$ cat src/rtl/sha256_hk_pkg.sv
// Shared types and constants for the SHA-256 H/K constant fetch sequencer.
package sha256_hk_pkg;

    typedef enum logic [2:0] {
        ST_IDLE     = 3'd0,
        ST_WAIT_MEM = 3'd1,
        ST_FETCH_H  = 3'd2,
        ST_FETCH_K  = 3'd3,
        ST_FIN      = 3'd4
    } hk_state_e;

    localparam int unsigned H_WORDS = 8;
    localparam int unsigned K_WORDS = 64;

    // Element 0 is H0 and lands in the most significant word.
    localparam logic [0:7][31:0] H_FIPS = {
        32'h6a09e667, 32'hbb67ae85, 32'h3c6ef372, 32'ha54ff53a,
        32'h510e527f, 32'h9b05688c, 32'h1f83d9ab, 32'h5be0cd19
    };
    localparam logic [31:0] K_FIRST = 32'h428a2f98;
    localparam logic [31:0] K_LAST  = 32'hc67178f2;

    function automatic logic [31:0] h_fips_word(input logic [2:0] idx);
        return H_FIPS[idx];
    endfunction

endpackage

$ cat src/rtl/sha256_hk_fetch_if.sv
// Memory-side and consumer-side signals of the H/K fetch sequencer.
interface sha256_hk_fetch_if;
    logic         start;
    logic         mem_rdy;
    logic         hk_selector;
    logic [2:0]   h_addr;
    logic [5:0]   k_addr;
    logic [31:0]  ram_dr;
    logic [255:0] h_init;
    logic         h_done;
    logic [31:0]  k_t;
    logic [5:0]   k_idx;
    logic         k_valid;
    logic         k_ready;
    logic         busy;
    logic         done;
    logic         err;

    modport slave (
        input  start, mem_rdy, ram_dr, k_ready,
        output hk_selector, h_addr, k_addr, h_init, h_done,
               k_t, k_idx, k_valid, busy, done, err
    );

    modport master (
        output start, mem_rdy, ram_dr, k_ready,
        input  hk_selector, h_addr, k_addr, h_init, h_done,
               k_t, k_idx, k_valid, busy, done, err
    );
endinterface

$ cat src/rtl/sha256_hk_check.sv
// Compares captured constants against the FIPS 180-4 values; ERR is sticky until reset.
module sha256_hk_check
    import sha256_hk_pkg::*;
(
    input  logic        clk,
    input  logic        rst_n,
    input  logic        h_cap_i,
    input  logic [2:0]  h_idx_i,
    input  logic        k_cap_i,
    input  logic [5:0]  k_idx_i,
    input  logic [31:0] data_i,
    output logic        err_o
);
    logic err_q;
    logic err_d;
    logic mismatch_s;

    // Mismatch detection for the word being captured this cycle
    always_comb begin
        mismatch_s = 1'b0;
        if (h_cap_i) begin
            mismatch_s = (data_i != h_fips_word(h_idx_i));
        end else if (k_cap_i && (k_idx_i == 6'd0)) begin
            mismatch_s = (data_i != K_FIRST);
        end else if (k_cap_i && (k_idx_i == 6'd63)) begin
            mismatch_s = (data_i != K_LAST);
        end else begin
            mismatch_s = 1'b0;
        end
        err_d = err_q | mismatch_s;
    end

    // Sticky error register
    always_ff @(posedge clk or negedge rst_n) begin
        if (!rst_n) begin
            err_q <= 1'b0;
        end else begin
            err_q <= err_d;
        end
    end

    assign err_o = err_q;
endmodule

$ cat src/rtl/sha256_hk_fetch.sv
// Fetches H0..H7 into a parallel register, then streams K0..K63 over valid/ready.
// Optional constant checking is enabled with the HK_FETCH_CHECK_EN macro.
module sha256_hk_fetch
    import sha256_hk_pkg::*;
(
    input logic              clk,
    input logic              rst_n,
    sha256_hk_fetch_if.slave bus
);
    hk_state_e        state_q, state_d;
    logic             hk_sel_q, hk_sel_d;
    logic [2:0]       h_addr_q, h_addr_d;
    logic [5:0]       k_addr_q, k_addr_d;
    logic [0:7][31:0] h_init_q, h_init_d;
    logic             h_done_q, h_done_d;
    logic [31:0]      k_t_q, k_t_d;
    logic [5:0]       k_idx_q, k_idx_d;
    logic             k_valid_q, k_valid_d;
    logic             k_pend_q, k_pend_d;
    logic             done_q, done_d;

    logic slot_free_s, k_hshk_s, abort_s, enter_h_s, h_cap_s, k_cap_s;

    assign slot_free_s = !k_valid_q || bus.k_ready;
    assign k_hshk_s    = k_valid_q && bus.k_ready;
    assign abort_s     = ((state_q == ST_FETCH_H) || (state_q == ST_FETCH_K)) && !bus.mem_rdy;
    assign enter_h_s   = (state_d == ST_FETCH_H) && (state_q != ST_FETCH_H);
    assign h_cap_s     = (state_q == ST_FETCH_H) && bus.mem_rdy;
    assign k_cap_s     = (state_q == ST_FETCH_K) && bus.mem_rdy && slot_free_s && k_pend_q;

    // State register
    always_ff @(posedge clk or negedge rst_n) begin
        if (!rst_n) begin
            state_q <= ST_IDLE;
        end else begin
            state_q <= state_d;
        end
    end

    // Next-state logic
    always_comb begin
        state_d = state_q;
        case (state_q)
            ST_IDLE, ST_FIN: begin
                if (bus.start) begin
                    state_d = bus.mem_rdy ? ST_FETCH_H : ST_WAIT_MEM;
                end else begin
                    state_d = state_q;
                end
            end
            ST_WAIT_MEM: begin
                if (bus.mem_rdy) begin
                    state_d = ST_FETCH_H;
                end else begin
                    state_d = ST_WAIT_MEM;
                end
            end
            ST_FETCH_H: begin
                if (!bus.mem_rdy) begin
                    state_d = ST_WAIT_MEM;
                end else if (h_addr_q == 3'd7) begin
                    state_d = ST_FETCH_K;
                end else begin
                    state_d = ST_FETCH_H;
                end
            end
            ST_FETCH_K: begin
                if (!bus.mem_rdy) begin
                    state_d = ST_WAIT_MEM;
                end else if (k_hshk_s && (k_idx_q == 6'd63)) begin
                    state_d = ST_FIN;
                end else begin
                    state_d = ST_FETCH_K;
                end
            end
            default: state_d = ST_IDLE;
        endcase
    end

    // Datapath and output next values
    always_comb begin
        hk_sel_d  = hk_sel_q;
        h_addr_d  = h_addr_q;
        k_addr_d  = k_addr_q;
        h_init_d  = h_init_q;
        h_done_d  = h_done_q;
        k_t_d     = k_t_q;
        k_idx_d   = k_idx_q;
        k_valid_d = k_valid_q;
        k_pend_d  = k_pend_q;
        done_d    = done_q;
        if (enter_h_s) begin
            hk_sel_d = 1'b0;
            h_addr_d = 3'd0;
            h_done_d = 1'b0;
            done_d   = 1'b0;
        end else if (abort_s) begin
            k_valid_d = 1'b0;
            k_pend_d  = 1'b0;
            h_done_d  = 1'b0;
            done_d    = 1'b0;
        end else if (h_cap_s) begin
            h_init_d[h_addr_q] = bus.ram_dr;
            h_addr_d           = h_addr_q + 3'd1;
            if (h_addr_q == 3'd7) begin
                h_done_d = 1'b1;
                hk_sel_d = 1'b1;
                k_addr_d = 6'd0;
                k_pend_d = 1'b1;
            end else begin
                h_done_d = 1'b0;
            end
        end else if (k_cap_s) begin
            k_t_d     = bus.ram_dr;
            k_idx_d   = k_addr_q;
            k_valid_d = 1'b1;
            k_addr_d  = k_addr_q + 6'd1;
            k_pend_d  = (k_addr_q != 6'd63);
        end else if ((state_q == ST_FETCH_K) && slot_free_s) begin
            // Only reached once the last word has been captured: the slot drains.
            k_valid_d = 1'b0;
            if (k_hshk_s && (k_idx_q == 6'd63)) begin
                done_d = 1'b1;
            end else begin
                done_d = done_q;
            end
        end else begin
            k_valid_d = k_valid_q;
        end
    end

    // Datapath registers
    always_ff @(posedge clk or negedge rst_n) begin
        if (!rst_n) begin
            hk_sel_q  <= 1'b0;
            h_addr_q  <= 3'd0;
            k_addr_q  <= 6'd0;
            h_init_q  <= '0;
            h_done_q  <= 1'b0;
            k_t_q     <= 32'd0;
            k_idx_q   <= 6'd0;
            k_valid_q <= 1'b0;
            k_pend_q  <= 1'b0;
            done_q    <= 1'b0;
        end else begin
            hk_sel_q  <= hk_sel_d;
            h_addr_q  <= h_addr_d;
            k_addr_q  <= k_addr_d;
            h_init_q  <= h_init_d;
            h_done_q  <= h_done_d;
            k_t_q     <= k_t_d;
            k_idx_q   <= k_idx_d;
            k_valid_q <= k_valid_d;
            k_pend_q  <= k_pend_d;
            done_q    <= done_d;
        end
    end

    assign bus.hk_selector = hk_sel_q;
    assign bus.h_addr      = h_addr_q;
    assign bus.k_addr      = k_addr_q;
    assign bus.h_init      = h_init_q;
    assign bus.h_done      = h_done_q;
    assign bus.k_t         = k_t_q;
    assign bus.k_idx       = k_idx_q;
    assign bus.k_valid     = k_valid_q;
    assign bus.done        = done_q;
    assign bus.busy        = (state_q == ST_WAIT_MEM) || (state_q == ST_FETCH_H) ||
                             (state_q == ST_FETCH_K);

`ifdef HK_FETCH_CHECK_EN
    sha256_hk_check u_check (
        .clk     (clk),
        .rst_n   (rst_n),
        .h_cap_i (h_cap_s),
        .h_idx_i (h_addr_q),
        .k_cap_i (k_cap_s),
        .k_idx_i (k_addr_q),
        .data_i  (bus.ram_dr),
        .err_o   (bus.err)
    );
`else
    assign bus.err = 1'b0;
`endif

endmodule

$ cat src/flat_wrapper.sv
// flat-port wrapper written by rule: the top's interface ports become plain ports
module sha256_hk_fetch_flat import sha256_hk_pkg::*;
  (clk, rst_n, bus_start, bus_mem_rdy, bus_ram_dr, bus_k_ready, bus_hk_selector, bus_h_addr, bus_k_addr, bus_h_init, bus_h_done, bus_k_t, bus_k_idx, bus_k_valid, bus_busy, bus_done, bus_err);
  sha256_hk_fetch_if bus_i ();
  input logic clk;
  input logic rst_n;
  input wire logic [$bits(bus_i.start)-1:0] bus_start;
  input wire logic [$bits(bus_i.mem_rdy)-1:0] bus_mem_rdy;
  input wire logic [$bits(bus_i.ram_dr)-1:0] bus_ram_dr;
  input wire logic [$bits(bus_i.k_ready)-1:0] bus_k_ready;
  output wire logic [$bits(bus_i.hk_selector)-1:0] bus_hk_selector;
  output wire logic [$bits(bus_i.h_addr)-1:0] bus_h_addr;
  output wire logic [$bits(bus_i.k_addr)-1:0] bus_k_addr;
  output wire logic [$bits(bus_i.h_init)-1:0] bus_h_init;
  output wire logic [$bits(bus_i.h_done)-1:0] bus_h_done;
  output wire logic [$bits(bus_i.k_t)-1:0] bus_k_t;
  output wire logic [$bits(bus_i.k_idx)-1:0] bus_k_idx;
  output wire logic [$bits(bus_i.k_valid)-1:0] bus_k_valid;
  output wire logic [$bits(bus_i.busy)-1:0] bus_busy;
  output wire logic [$bits(bus_i.done)-1:0] bus_done;
  output wire logic [$bits(bus_i.err)-1:0] bus_err;
  assign bus_i.start = bus_start;
  assign bus_i.mem_rdy = bus_mem_rdy;
  assign bus_i.ram_dr = bus_ram_dr;
  assign bus_i.k_ready = bus_k_ready;
  assign bus_hk_selector = bus_i.hk_selector;
  assign bus_h_addr = bus_i.h_addr;
  assign bus_k_addr = bus_i.k_addr;
  assign bus_h_init = bus_i.h_init;
  assign bus_h_done = bus_i.h_done;
  assign bus_k_t = bus_i.k_t;
  assign bus_k_idx = bus_i.k_idx;
  assign bus_k_valid = bus_i.k_valid;
  assign bus_busy = bus_i.busy;
  assign bus_done = bus_i.done;
  assign bus_err = bus_i.err;
  sha256_hk_fetch u_core (.clk(clk), .rst_n(rst_n), .bus(bus_i));
endmodule
$ cat config.mk
export PLATFORM = sky130hd
export DESIGN_NAME = sha256_hk_fetch_flat
export DESIGN_NICKNAME = d
export VERILOG_FILES = /design/src/rtl/sha256_hk_pkg.sv /design/src/rtl/sha256_hk_fetch_if.sv /design/src/rtl/sha256_hk_check.sv /design/src/rtl/sha256_hk_fetch.sv /design/src/flat_wrapper.sv
export SDC_FILE = /design/constraint.sdc
export NUM_CORES = 1
export LEC_CHECK = 0
export BUFFER_PORTS_ARGS = -buffer_cell sky130_fd_sc_hd__buf_2
export CORE_UTILIZATION = 56
export DETAILED_ROUTE_END_ITERATION = 8
export PLACE_DENSITY = 0.85
export SYNTH_ARGS = -nofsm -noshare
export SYNTH_HDL_FRONTEND = slang
export SYNTH_HIERARCHICAL = 1
export SYNTH_SLANG_ARGS = --single-unit
$ cat constraint.sdc
create_clock -name clk -period 5.9 [get_ports clk]
set_clock_uncertainty 0.15 [all_clocks]
set_input_delay 1.18 -clock clk [delete_from_list [all_inputs] [get_ports clk]]
set_output_delay 1.18 -clock clk [all_outputs]
set_load 0.02 [all_outputs]
# --- Yosys cells after proc, flatten, opt, wreduce, memory -nomap -nowiden ---
# Cells that the tools add are included.
word_totals:
  out_inout_bits: 309
  reg_bits: 311
op_classes:
  reduce_logical: 34
  n_addsub: 2
  n_bitwise: 4
  muxes: 37
  n_lt_le_gt_ge: 2
  eq_ne: 15
ops:
  columns: ["op", "count"]
  rows:
  - ["$bwmux W256", 1]
  - ["$demux W32 S3", 1]
  - ["$mux W32", 1]
  - ["$mux W1", 22]
  - ["$mux W3", 7]
  - ["$mux W6", 3]
  - ["$reduce_bool A3 Y1", 5]
  - ["$pmux W3 S4", 1]
  - ["$reduce_and A3 Y1", 4]
  - ["$reduce_and A4 Y1", 3]
  - ["$logic_and A1 B1 Y1", 10]
  - ["$eq A3 B2 Y1 const B", 3]
  - ["$add A6 B1 Y6 const B", 1]
  - ["$eq A3 B3 Y1 const B", 2]
  - ["$eq A6 B6 Y1 const B", 1]
  - ["$ne A3 B1 Y1 const B", 2]
  - ["$ne A3 B2 Y1 const B", 2]
  - ["$ne A6 B6 Y1 const B", 1]
  - ["$reduce_bool A2 Y1", 3]
  - ["$ge A4 B4 Y1 const B", 1]
  - ["$logic_or A1 B1 Y1", 4]
  - ["$lt A4 B1 Y1 const B", 1]
  - ["$ne A2 B2 Y1 const B", 2]
  - ["$not A3 Y4", 1]
  - ["other kinds (9)", 12]

# --- Longest topological paths before layout ---
# Gate-level depths: netlist of run 1.
depth:
  ltp_word: 9
  depth_mapped: 6

# --- Worst setup path before layout of run 1 ---
# OpenSTA, ideal clock, no wires.
synth_timing:
  path_type: "input to register"
  from: "in bus_mem_rdy"
  to: "reg u_core.h_init_q (netlist bit u_core/bus.h_init[162])"
  arrival_time_ns: 2.431
  cell_stages: 6
  setup_slack_ns: 3.195
  required_ns: 5.625
  cell_sequence: "and4bb_1 -> buf_4 -> nand2b_4 -> nor3b_4 -> buf_6 -> mux2_2"
synth_between:
  elab_chain_len: 7
  elab_cells_between_ends: 13
  cone_classes: "eq/ne: 1; mux: 5; bitwise: 2; reduce/logical: 5"
synth_lines:
  columns: ["element", "line", "source"]
  rows:
  - ["start, declared", "flat_wrapper.sv:8", "input wire logic [$bits(bus_i.mem_rdy)-1:0] bus_mem_rdy;"]
  - ["$mux W2", "sha256_hk_fetch.sv:46, sha256_hk_fetch.sv:52", null]
  - ["$mux W3", "sha256_hk_fetch.sv:45", "if (bus.start) begin"]
  - ["$pmux W3 S4", "sha256_hk_fetch.sv:43", "case (state_q)"]
  - ["$eq A3 B2 Y1", "sha256_hk_fetch.sv:27", "assign enter_h_s = (state_d == ST_FETCH_H) && (state_q != ST_FETCH_H);"]
  - ["$logic_and A1 B1 Y1", "sha256_hk_fetch.sv:27", null]
  - ["$not A1 Y1 (no line)", null, null]
  - ["$reduce_and A3 Y1 (no line) *", null, null]
  - ["end signal, assigned", "sha256_hk_fetch.sv:149", "h_init_q <= h_init_d;"]
  - ["end, declared", "sha256_hk_fetch.sv:14", "logic [0:7][31:0] h_init_q, h_init_d;"]
# Every way passes the cells marked *; elsewhere a longest branch is shown, timed or not.
# A chain may end at the register's enable or synchronous reset.

# --- Worst setup path after layout of run 1 ---
layout_timing:
  from: "in bus_mem_rdy"
  to: "reg u_core.h_init_q (netlist bit u_core/bus.h_init[175])"
# Same word-level chain as after synthesis.

==> impl_metrics.xml, run 1 <==
<?xml version="1.0" encoding="UTF-8"?>
<metrics>
  <group name="status">
    <metric name="status" unit="">finished clean</metric>
  </group>
  <group name="placed_design">
    <metric name="globalplace.congestion" unit="">0.808</metric>
    <metric name="portBuffers" unit="">344</metric>
    <metric name="sum_of_net_half_perimeters_after_detailed_placement" unit="mm">20.5</metric>
  </group>
  <group name="sta">
    <metric name="setup_viol_count_final" unit="">0</metric>
    <metric name="timing.setup.tns" unit="ps">0</metric>
    <metric name="final_max_slew_violation_count" unit="">0</metric>
    <metric name="worst_pin_slew" unit="ps">1240</metric>
    <metric name="final-hold-violation-count" unit="">0</metric>
    <metric name="max-slew-margin-rel" unit="%">17.2</metric>
    <metric name="setup_repair_after_global_routing_missed_its_margin" unit="">false</metric>
    <metric name="min_period" unit="ps">3290</metric>
    <metric name="final.hold.worst_slack" unit="ps">334</metric>
    <metric name="fin_crit_sh" unit="%">55.7</metric>
    <metric name="clock.fmax" unit="MHz">304</metric>
  </group>
  <group name="cts">
    <metric name="number_of_buffers_added_to_fix_hold_violations_after_cts" unit="">0</metric>
    <metric name="cts_post_setup_buffers_inserted" unit="">0</metric>
    <metric name="h_tree_lvl_count" unit="">1</metric>
    <metric name="max-clock-path-buffers" unit="">3</metric>
    <metric name="clock_latency" unit="ps">540</metric>
    <metric name="clkTransAtPathRegs" unit="ps">60</metric>
    <metric name="clock_tree.root_cell" unit="">clkbuf_16</metric>
    <metric name="cts_resized" unit="">0</metric>
    <metric name="cts_buffers" unit="">30</metric>
    <metric name="clock-sinks" unit="">311</metric>
    <metric name="tritoncts_clock_tree" unit="">yes</metric>
  </group>
  <group name="floorplanning">
    <metric name="die_area" unit="um2">21800</metric>
    <metric name="io_pins" unit="">346</metric>
    <metric name="die_x" unit="um">148</metric>
    <metric name="rows" unit="">52</metric>
    <metric name="die-height" unit="um">148</metric>
    <metric name="start_util" unit="%">57.9</metric>
    <metric name="core_region_area" unit="um2">20600</metric>
  </group>
  <group name="setup_path">
    <metric name="worstRegToRegCells" unit="">5</metric>
    <metric name="crit_path_max_fanout" unit="">17</metric>
    <metric name="startpoint_type" unit="">input pin</metric>
    <metric name="regToRegStartpoint" unit="">u_core/state_q[0]</metric>
    <metric name="worst_setup_end_kind" unit="">flip-flop</metric>
    <metric name="crit_path_start" unit="">bus_mem_rdy</metric>
    <metric name="crit_path_max_incr_delay" unit="ps">720</metric>
    <metric name="cp-endpoint" unit="">u_core/bus.h_init[175]</metric>
    <metric name="cp.arrival" unit="ps">3550</metric>
    <metric name="cp_num_buf_inv" unit="">2</metric>
    <metric name="timing_worst_setup_path_type" unit="">input pin to flip-flop</metric>
    <metric name="setup.reg_to_reg.worst_slack" unit="ps">2650</metric>
    <metric name="critical_path.cell_chain" unit="">buf_2 -&gt; and4bb_1 -&gt; nand2b_4 -&gt; nor3b_4 -&gt; buf_4 -&gt; mux2_2</metric>
    <metric name="r2r-end" unit="">u_core/bus.h_init[175]</metric>
    <metric name="critical_path_depth" unit="">6</metric>
    <metric name="family_with_the_most_delay_on_the_worst_path" unit="">simple AND/OR/NAND/NOR gates</metric>
    <metric name="crit_path_top_delay_cell" unit="">nor3b_4</metric>
    <metric name="worstPathRequired" unit="ps">6170</metric>
  </group>
  <group name="logic_synthesis">
    <metric name="post_synth.cell_area_avg" unit="um2">16.2</metric>
    <metric name="synth_async_sr_flop_share" unit="%">100</metric>
    <metric name="synth-edff-count" unit="">0</metric>
    <metric name="netlist_area" unit="um2">11900</metric>
    <metric name="ys_warn_count" unit="">6</metric>
    <metric name="yosysSeqAreaShare" unit="%">65.4</metric>
    <metric name="yosys_register_bits" unit="">311</metric>
    <metric name="synthCells" unit="">733</metric>
    <metric name="ys_dominant_reg_cell" unit="">dfrtp_1</metric>
    <metric name="post-synth-top-area-cell" unit="">dfrtp_1</metric>
    <metric name="post_synth_main_area_contributors" unit="">dfrtp_1 65%, mux2_2 28%, buf_2 0.93%, o21ai_0 0.59%, mux2_1 0.38%</metric>
    <metric name="synth_nets" unit="">773</metric>
    <metric name="synthDistinctLibCells" unit="">41</metric>
    <metric name="post-synth-top-area-fraction" unit="%">65.4</metric>
  </group>
  <group name="global_route">
    <metric name="grt_overflow_total" unit="">0</metric>
    <metric name="groute.usage.overall" unit="%">28.7</metric>
    <metric name="grt_pass1_wl" unit="mm">47.6</metric>
    <metric name="pin_count_of_the_biggest_net_entering_global_routing" unit="">123</metric>
    <metric name="initial_antenna_violation_count" unit="">0</metric>
    <metric name="vias_in_the_first_global_route" unit="">8247</metric>
  </group>
  <group name="layout">
    <metric name="diodes" unit="">0</metric>
    <metric name="mostFrequentLayoutCell" unit="">buf_2</metric>
    <metric name="n_fill_cell" unit="">1345</metric>
    <metric name="syn_to_final_growth" unit="%">25.8</metric>
    <metric name="layout_cells_sized_above_1" unit="%">63.9</metric>
    <metric name="num-nets-final" unit="">1126</metric>
    <metric name="layout.cells.most_common_list" unit="">343 x buf_2, 311 x dfrtp_1, 291 x mux2_2, 31 x clkbuf_16, 14 x o21ai_0</metric>
  </group>
  <group name="detailed_routing">
    <metric name="detailedRoute.firstPassIterationCount" unit="">4</metric>
    <metric name="route.detailed.wl_per_inst" unit="um">22.2</metric>
    <metric name="vias" unit="">7639</metric>
    <metric name="vias_per_cell" unit="">5.54</metric>
    <metric name="drt-total-wl" unit="mm">30.5</metric>
    <metric name="drtAntennaViolNets" unit="">0</metric>
    <metric name="drc_violation_total_after_the_first_tritonroute_iteration" unit="">301</metric>
    <metric name="drcViolationCount" unit="">0</metric>
  </group>
  <group name="job">
    <metric name="timing.max_cap.violations" unit="">0</metric>
  </group>
  <group name="pwr">
    <metric name="vdd_drop_max" unit="mV">0.399</metric>
    <metric name="cell_pwr_density" unit="nW/um2">452</metric>
    <metric name="p_leak" unit="nW">8.26</metric>
  </group>
  <group name="min_path">
    <metric name="hold_path_class" unit="">flip-flop to flip-flop</metric>
  </group>
</metrics>
-- power by group --
group / internal (mW) / switching, mW
registers: 2.60 / 0.268
clock network: 1.27 / 0.797
logic: 0.707 / 1.13
-- cells in the mapped netlist, types with 2 or more instances --
cell and count:
nand3b_1 3, nand2_1 9, a21oi_1 8, nor3_1 2, inv_1 2, o211ai_1 4
nand3_1 6, nand4b_1 3, buf_4 5, mux2_1 4, buf_6 3, buf_2 22
nand2b_1 6, o21ai_0 14, nand4_1 3, buf_1 2, dfrtp_1 311, nor3b_4 2
nor2_1 7, clkbuf_1 4, ha_1 3, mux2_2 291
-- flip-flops by register name, summed over array words and instances, names as in the netlist, 3 cells and up --
register	flops
u_core/bus.k_addr	6
u_core/bus.k_t	32
u_core/bus.h_init	256
u_core/state_q	3
u_core/bus.k_idx	6
u_core/bus.h_addr	3
-- layout make-up --
cell class                 count  area, um2  share of cell area (%)
clock buffer                  39        846                    5.65
sequential                   311       7780                    52.0
tap                          270        338                    2.26
inverter                       2       7.51                  0.0502
timing repair buffer         357       1840                    12.3
multi-input combinational    384       3920                    26.2
clock inverter                15        230                    1.54
-- worst min-delay path by stage --
stage / startpoint / endpoint / slack (ps) / depth (start not counted)
floorplan: u_core/state_q[2] / u_core/state_q[0] / 370 / 1
global placement: u_core/bus.h_init[37] / u_core/bus.h_init[37] / 310 / 1
detailed placement: u_core/bus.h_init[36] / u_core/bus.h_init[36] / 330 / 1
CTS: u_core/bus.h_init[36] / u_core/bus.h_init[36] / 340 / 1
global route: u_core/bus.h_init[121] / u_core/bus.h_init[121] / 360 / 1
finish: u_core/bus.h_init[36] / u_core/bus.h_init[36] / 330 / 1
-- cells by family after synthesis --
group,after synthesis,synth area share [%]
AO/OA/AOI/OAI,34,1.71
adder cells (fa/ha/maj),3,0.315
buffers and inverters,38,1.78
flip-flops,311,65.4
multiplexers,296,28.0
other,1,0.0315
AND/OR/NAND/NOR,50,2.78
-- stage by stage --
step	std cells	setup WS (ps)	total power [mW]	area (um2)	utilization [%]
detailed placement	1324	2050	4.72	13900	67.6
CTS	1378	2630	6.81	15000	72.8
global placement	1324	2150	4.66	13900	67.6
floorplan	733	3190	3.96	11900	-
finish	1378	2610	6.76	15000	72.8
global route	1378	2470	7.05	15000	72.8
-- metal layers --
metal,part of all wire (%),routed length [um],up-vias,GRT usage [%]
li1,-,-,3322,-
met1,39,11900,3927,35.1
met2,50,15400,331,49.4
met3,7.9,2410,59,8.02
met4,2.7,840,0,9.07
met5,0,0,-,0
Note: power is estimated with default switching activity, not from simulation.
==> inputs of run 2 (changes only) <==
Settings changed: CORE_UTILIZATION 56 to 47, PLACE_DENSITY 0.85 to 0.76.
Clock period 5.9 ns to 3 ns, I/O delays scaled along.
==> run 2 against run 1 <==
Compared with the run above:
- sequential power grew 96%
- combinational power grew 97%
- sequential share of layout area shrank 0.45 points
- design area grew 0.88%
- setup slack lost 2000 ps
- die area grew 19%
- clock power grew 78%
- hold slack lost 130 ps
- critical path type is now flip-flop to flip-flop
- critical endpoint is now u_core/bus.k_addr[3]
- highest routed layer unchanged
==> impl_metrics.xml, run 2 (synthesis gave the netlist of run 1 again) <==
<?xml version="1.0" encoding="UTF-8"?>
<metrics>
  <group name="placed_design">
    <metric name="globalplace.congestion" unit="">0.803</metric>
    <metric name="portBuffers" unit="">344</metric>
    <metric name="pre_cts_ws" unit="ps">575</metric>
    <metric name="dpl_cell_area" unit="um2">14100</metric>
    <metric name="sum_of_net_half_perimeters_after_detailed_placement" unit="mm">20.6</metric>
    <metric name="dpl.cell_count" unit="">1392</metric>
  </group>
  <group name="global_route">
    <metric name="pin_count_of_the_biggest_net_entering_global_routing" unit="">81</metric>
    <metric name="initial_antenna_violation_count" unit="">0</metric>
    <metric name="groute.usage.overall" unit="%">23.5</metric>
    <metric name="grt_overflow_total" unit="">0</metric>
    <metric name="grt_pass1_wl" unit="mm">47.3</metric>
    <metric name="vias_in_the_first_global_route" unit="">7952</metric>
  </group>
  <group name="floorplanning">
    <metric name="io_pins" unit="">346</metric>
    <metric name="die-height" unit="um">161</metric>
    <metric name="rows" unit="">57</metric>
    <metric name="start_util" unit="%">48.4</metric>
    <metric name="die_x" unit="um">161</metric>
    <metric name="core_region_area" unit="um2">24600</metric>
    <metric name="die_area" unit="um2">26000</metric>
  </group>
  <group name="detailed_routing">
    <metric name="drt-total-wl" unit="mm">30.3</metric>
    <metric name="vias" unit="">7628</metric>
    <metric name="vias_per_cell" unit="">5.28</metric>
    <metric name="detailedRoute.firstPassIterationCount" unit="">4</metric>
    <metric name="drtAntennaViolNets" unit="">0</metric>
    <metric name="drc_violation_total_after_the_first_tritonroute_iteration" unit="">418</metric>
    <metric name="drcViolationCount" unit="">0</metric>
    <metric name="route.detailed.wl_per_inst" unit="um">21.0</metric>
  </group>
  <group name="sta">
    <metric name="max-slew-margin-rel" unit="%">57.5</metric>
    <metric name="clock.fmax" unit="MHz">416</metric>
    <metric name="final.hold.worst_slack" unit="ps">206</metric>
    <metric name="worst_pin_slew" unit="ps">638</metric>
    <metric name="setup_slack" unit="ps">599</metric>
    <metric name="final_max_slew_violation_count" unit="">0</metric>
    <metric name="fin_crit_sh" unit="%">80.0</metric>
    <metric name="min_period" unit="ps">2400</metric>
    <metric name="timing.setup.tns" unit="ps">0</metric>
    <metric name="setup_repair_after_global_routing_missed_its_margin" unit="">false</metric>
    <metric name="setup_viol_count_final" unit="">0</metric>
    <metric name="final-hold-violation-count" unit="">0</metric>
  </group>
  <group name="layout">
    <metric name="mostFrequentLayoutCell" unit="">buf_2</metric>
    <metric name="layoutNonFillerInstCount" unit="">1444</metric>
    <metric name="layout_cells_sized_above_1" unit="%">63.9</metric>
    <metric name="final_util" unit="%">61.4</metric>
    <metric name="num-nets-final" unit="">1142</metric>
    <metric name="final_area" unit="um2">15100</metric>
    <metric name="syn_to_final_growth" unit="%">26.9</metric>
    <metric name="diodes" unit="">0</metric>
    <metric name="largest_register_ff_count" unit="">256</metric>
    <metric name="layout.cells.most_common_list" unit="">343 x buf_2, 311 x dfrtp_1, 291 x mux2_2, 31 x clkbuf_16, 21 x buf_4</metric>
  </group>
  <group name="setup_path">
    <metric name="crit_path_max_fanout" unit="">11</metric>
    <metric name="worstPathRequired" unit="ps">3240</metric>
    <metric name="worst_setup_end_kind" unit="">flip-flop</metric>
    <metric name="cp.arrival" unit="ps">2640</metric>
    <metric name="startpoint_type" unit="">flip-flop</metric>
    <metric name="timing_worst_setup_path_type" unit="">flip-flop to flip-flop</metric>
  </group>
  <group name="min_path">
    <metric name="hold_path_class" unit="">input pin to flip-flop</metric>
  </group>
  <group name="cts">
    <metric name="cts_buffers" unit="">31</metric>
    <metric name="clock_tree.root_cell" unit="">clkbuf_16</metric>
    <metric name="clkTransAtPathRegs" unit="ps">60</metric>
    <metric name="clock_latency" unit="ps">540</metric>
    <metric name="clock-sinks" unit="">311</metric>
    <metric name="h_tree_lvl_count" unit="">1</metric>
    <metric name="max-clock-path-buffers" unit="">3</metric>
    <metric name="cts_resized" unit="">0</metric>
    <metric name="tritoncts_clock_tree" unit="">yes</metric>
  </group>
  <group name="job">
    <metric name="timing.max_cap.violations" unit="">0</metric>
  </group>
  <group name="pwr">
    <metric name="p_leak" unit="nW">8.30</metric>
    <metric name="vdd_drop_max" unit="mV">0.559</metric>
    <metric name="report.power.total" unit="mW">12.9</metric>
    <metric name="cell_pwr_density" unit="nW/um2">853</metric>
  </group>
  <group name="status">
    <metric name="status" unit="">finished clean</metric>
  </group>
</metrics>
==> run 2: cell count changes in the layout (fill, tap and decap cells not counted), sizes merged <==
cell and change:
clkinv -3, clkbuf +7, bufinv -5, clkinvlp -2
buf +14, dlygate4sd3 +1
==> run 2: repair_timing <==
item / in CTS / in global routing
hold buffers: 1 / 0
endpoints found under the hold margin: 43 / 0
buffers inserted: 0 / 0
==> run 2: cell type report <==
type                       count  area, um2
sequential                   311       7780
multi-input combinational    384       3920
clock buffer                  46        912
clock inverter                 5       50.0
timing repair buffer         372       2020
fill                        1927       9510
inverter                       2       7.51
tap                          324        405
==> run 2: per-layer routing <==
metal	wire, um	part of all wire (%)	track usage (%)	vias up
met5	0	0	0	-
li1	-	-	-	3364
met4	364	1.2	4.46	0
met2	14900	49	39.4	293
met1	12700	42	31.1	3941
met3	2300	7.6	5.80	30
==> run 2: power by group <==
| part | internal, mW | leakage [nW] | switching [mW] | total (mW) |
|---|---|---|---|---|
| Combinational | 1.42 | 3.66 | 2.18 | 3.60 |
| Sequential | 5.11 | 4.17 | 0.496 | 5.61 |
| Clock | 2.15 | 0.478 | 1.52 | 3.67 |
| Total | 8.69 | 8.30 | 4.20 | 12.9 |
==> run 2: critical path, cell delays in order, from the launching register on <==
cell and delay [ps]:
dfrtp_1 530, ha_1 260, ha_1 230, nor2b_1 160
a31oi_1 380, or2_0 360, o311ai_0 190
==> run 2: worst paths after layout <==
path                                        startpoint                     end  slack, ps  cells past startpoint
worst max-delay path              u_core/bus.h_addr[1]    u_core/bus.k_addr[3]        600                      6
worst min-delay path                         bus_start       u_core/state_q[2]        210                      3
worst max register to register    u_core/bus.h_addr[1]    u_core/bus.k_addr[3]        600                      6
worst min register to register  u_core/bus.h_init[101]  u_core/bus.h_init[101]        330                      1
max in group asynchronous                        rst_n   u_core/bus.h_init[88]       1500                      3
min in group asynchronous                        rst_n      u_core/bus.k_t[11]        430                      2
==> inputs of run 3 (changes only) <==
Clock period 3 ns to 2.01 ns, I/O delays scaled along.
==> run 3 against run 2 <==
Compared with the run above:
- the run now ends with negative setup slack left
- register-to-register slack lost 650 ps
- total power increased by 58%
- largest power group unchanged
- clock-buffer cell count increased by 1
- critical path type is now flip-flop to primary output
- design area grew 7.2%
- critical endpoint is now bus_busy
==> impl_metrics.xml, run 3 (synthesis gave the netlist of run 1 again) <==
<?xml version="1.0" encoding="UTF-8"?>
<metrics>
  <group name="setup_path">
    <metric name="crit_path_max_fanout" unit="">5</metric>
    <metric name="timing_worst_setup_path_type" unit="">flip-flop to primary output</metric>
    <metric name="worstPathRequired" unit="ps">1460</metric>
    <metric name="startpoint_type" unit="">flip-flop</metric>
    <metric name="setup.reg_to_reg.worst_slack" unit="ps">-50</metric>
    <metric name="crit_path_top_delay_cell" unit="">dfrtp_1</metric>
    <metric name="critical_path.cell_chain" unit="">buf_6 -&gt; buf_12 -&gt; nor2_4 -&gt; nor2_4 -&gt; buf_6</metric>
    <metric name="worst_setup_end_kind" unit="">primary output</metric>
    <metric name="crit_path_max_incr_delay" unit="ps">380</metric>
    <metric name="cp.arrival" unit="ps">1510</metric>
  </group>
  <group name="layout">
    <metric name="final_area" unit="um2">16200</metric>
    <metric name="ff_latch_area" unit="um2">7780</metric>
    <metric name="syn_to_final_growth" unit="%">36.0</metric>
    <metric name="combined_area_of_the_multi_input_logic_cells" unit="um2">4010</metric>
    <metric name="largest_register_ff_count" unit="">256</metric>
    <metric name="num-nets-final" unit="">1197</metric>
    <metric name="layout.cells.most_common_list" unit="">343 x buf_2, 310 x dfrtp_1, 275 x mux2_2, 39 x clkbuf_16, 39 x buf_4</metric>
    <metric name="layout_cells_sized_above_1" unit="%">66.1</metric>
    <metric name="mostFrequentLayoutCell" unit="">buf_2</metric>
    <metric name="n_fill_cell" unit="">1751</metric>
    <metric name="final_util" unit="%">65.8</metric>
    <metric name="diodes" unit="">0</metric>
  </group>
  <group name="global_route">
    <metric name="grt_pass1_wl" unit="mm">47.8</metric>
    <metric name="vias_in_the_first_global_route" unit="">8045</metric>
    <metric name="initial_antenna_violation_count" unit="">0</metric>
    <metric name="grt_overflow_total" unit="">0</metric>
    <metric name="groute.usage.overall" unit="%">23.8</metric>
    <metric name="pin_count_of_the_biggest_net_entering_global_routing" unit="">47</metric>
  </group>
  <group name="detailed_routing">
    <metric name="vias" unit="">7965</metric>
    <metric name="vias_per_cell" unit="">5.29</metric>
    <metric name="detailedRoute.firstPassIterationCount" unit="">4</metric>
    <metric name="drt-total-wl" unit="mm">32.9</metric>
    <metric name="wl_met1" unit="mm">14.3</metric>
    <metric name="route.top_layer_used" unit="">met4</metric>
    <metric name="routed-wl-met3" unit="mm">2.17</metric>
    <metric name="drtAntennaViolNets" unit="">0</metric>
    <metric name="route.detailed.wl_per_inst" unit="um">21.8</metric>
    <metric name="drc_violation_total_after_the_first_tritonroute_iteration" unit="">442</metric>
    <metric name="met2WireLength" unit="mm">15.7</metric>
    <metric name="drcViolationCount" unit="">0</metric>
  </group>
  <group name="sta">
    <metric name="setup_viol_count_final" unit="">60</metric>
    <metric name="setup_repair_after_global_routing_missed_its_margin" unit="">true</metric>
    <metric name="final_max_slew_violation_count" unit="">0</metric>
    <metric name="final-hold-violation-count" unit="">0</metric>
    <metric name="timing.setup.tns" unit="ps">-1430</metric>
    <metric name="fin_crit_sh" unit="%">102</metric>
    <metric name="min_period" unit="ps">2060</metric>
    <metric name="clock.fmax" unit="MHz">486</metric>
    <metric name="setup_slack" unit="ps">-48.7</metric>
  </group>
  <group name="cts">
    <metric name="clock_latency" unit="ps">550</metric>
    <metric name="clkTransAtPathRegs" unit="ps">60</metric>
    <metric name="cts_buffers" unit="">31</metric>
    <metric name="clock_tree.root_cell" unit="">clkbuf_16</metric>
    <metric name="clock-sinks" unit="">311</metric>
    <metric name="tritoncts_clock_tree" unit="">yes</metric>
    <metric name="h_tree_lvl_count" unit="">1</metric>
    <metric name="max-clock-path-buffers" unit="">3</metric>
  </group>
  <group name="floorplanning">
    <metric name="die-height" unit="um">161</metric>
    <metric name="core_region_area" unit="um2">24600</metric>
    <metric name="start_util" unit="%">48.4</metric>
    <metric name="rows" unit="">57</metric>
    <metric name="die_area" unit="um2">26000</metric>
    <metric name="io_pins" unit="">346</metric>
    <metric name="die_x" unit="um">161</metric>
  </group>
  <group name="placed_design">
    <metric name="globalplace.congestion" unit="">0.780</metric>
    <metric name="portBuffers" unit="">344</metric>
    <metric name="dpl_cell_area" unit="um2">14500</metric>
    <metric name="sum_of_net_half_perimeters_after_detailed_placement" unit="mm">21.1</metric>
  </group>
  <group name="pwr">
    <metric name="p_leak" unit="nW">8.81</metric>
    <metric name="vdd_drop_max" unit="mV">1.06</metric>
    <metric name="cell_pwr_density" unit="nW/um2">1260</metric>
  </group>
  <group name="min_path">
    <metric name="hold_path_class" unit="">input pin to flip-flop</metric>
  </group>
  <group name="job">
    <metric name="timing.max_cap.violations" unit="">0</metric>
  </group>
  <group name="status">
    <metric name="violations_in_the_final_reports" unit="">negative setup slack</metric>
    <metric name="status" unit="">finished with violations</metric>
  </group>
</metrics>
## run 3: repair_timing
item                                    CTS  global route
gates resized for setup                  10            31
endpoints found under the setup margin  101           205
endpoints found under the hold margin   140             0
pin swaps                                 2             8
buffers inserted                          1            20
hold buffers                              2             0
cloned                                    1             9
## run 3: power breakdown
part | switching [mW] | leakage (nW) | internal, mW
registers | 0.735 | 4.17 | 7.63
logic | 3.34 | 4.09 | 2.37
clock network | 2.37 | 0.556 | 3.94
## run 3: layer usage
metal / up-vias / track usage, %
li1: 3480 / -
met1: 4133 / 31.9
met2: 310 / 39.9
met3: 42 / 5.55
met4: 0 / 4.89
met5: - / 0
## run 3: per-stage QoR
stage	total power [mW]	instances	setup slack, ps	hold slack, ps
global route	21.2	1506	-106	66.7
floorplan	11.6	733	14.7	-43.6
finish	20.4	1506	-48.7	64.1
detailed placement	13.9	1415	-112	215
CTS	20.4	1477	-59.0	37.3
global placement	13.7	1415	-102	210
## run 3: worst max-delay path, delay by kind of cell, from the launching register on
kind / cells / cell delay [ps]
buffers and inverters: 3 / 370
flip-flops: 1 / 380
AND/OR/NAND/NOR: 2 / 200
## run 3: worst paths after layout
path / startpoint / end / cells after the start
max in group asynchronous: rst_n / u_core/bus.h_init[155] / 3
min reg2reg: u_core/bus.hk_selector / u_core/bus.hk_selector / 2
min in group asynchronous: rst_n / u_core/bus.h_init[95] / 2
max reg2reg: u_core/state_q[2] / u_core/bus.h_init[37] / 8
min: bus_ram_dr[21] / u_core/bus.h_init[21] / 2
max: u_core/state_q[0] / bus_busy / 5
## run 3: layout make-up
cell class | instances | share of cell area, %
inverter | 2 | 0.0464
clock buffer | 47 | 5.72
multi-input combinational | 384 | 24.8
clock inverter | 11 | 1.33
tap | 324 | 2.51
sequential | 311 | 48.1
timing repair buffer | 427 | 17.5
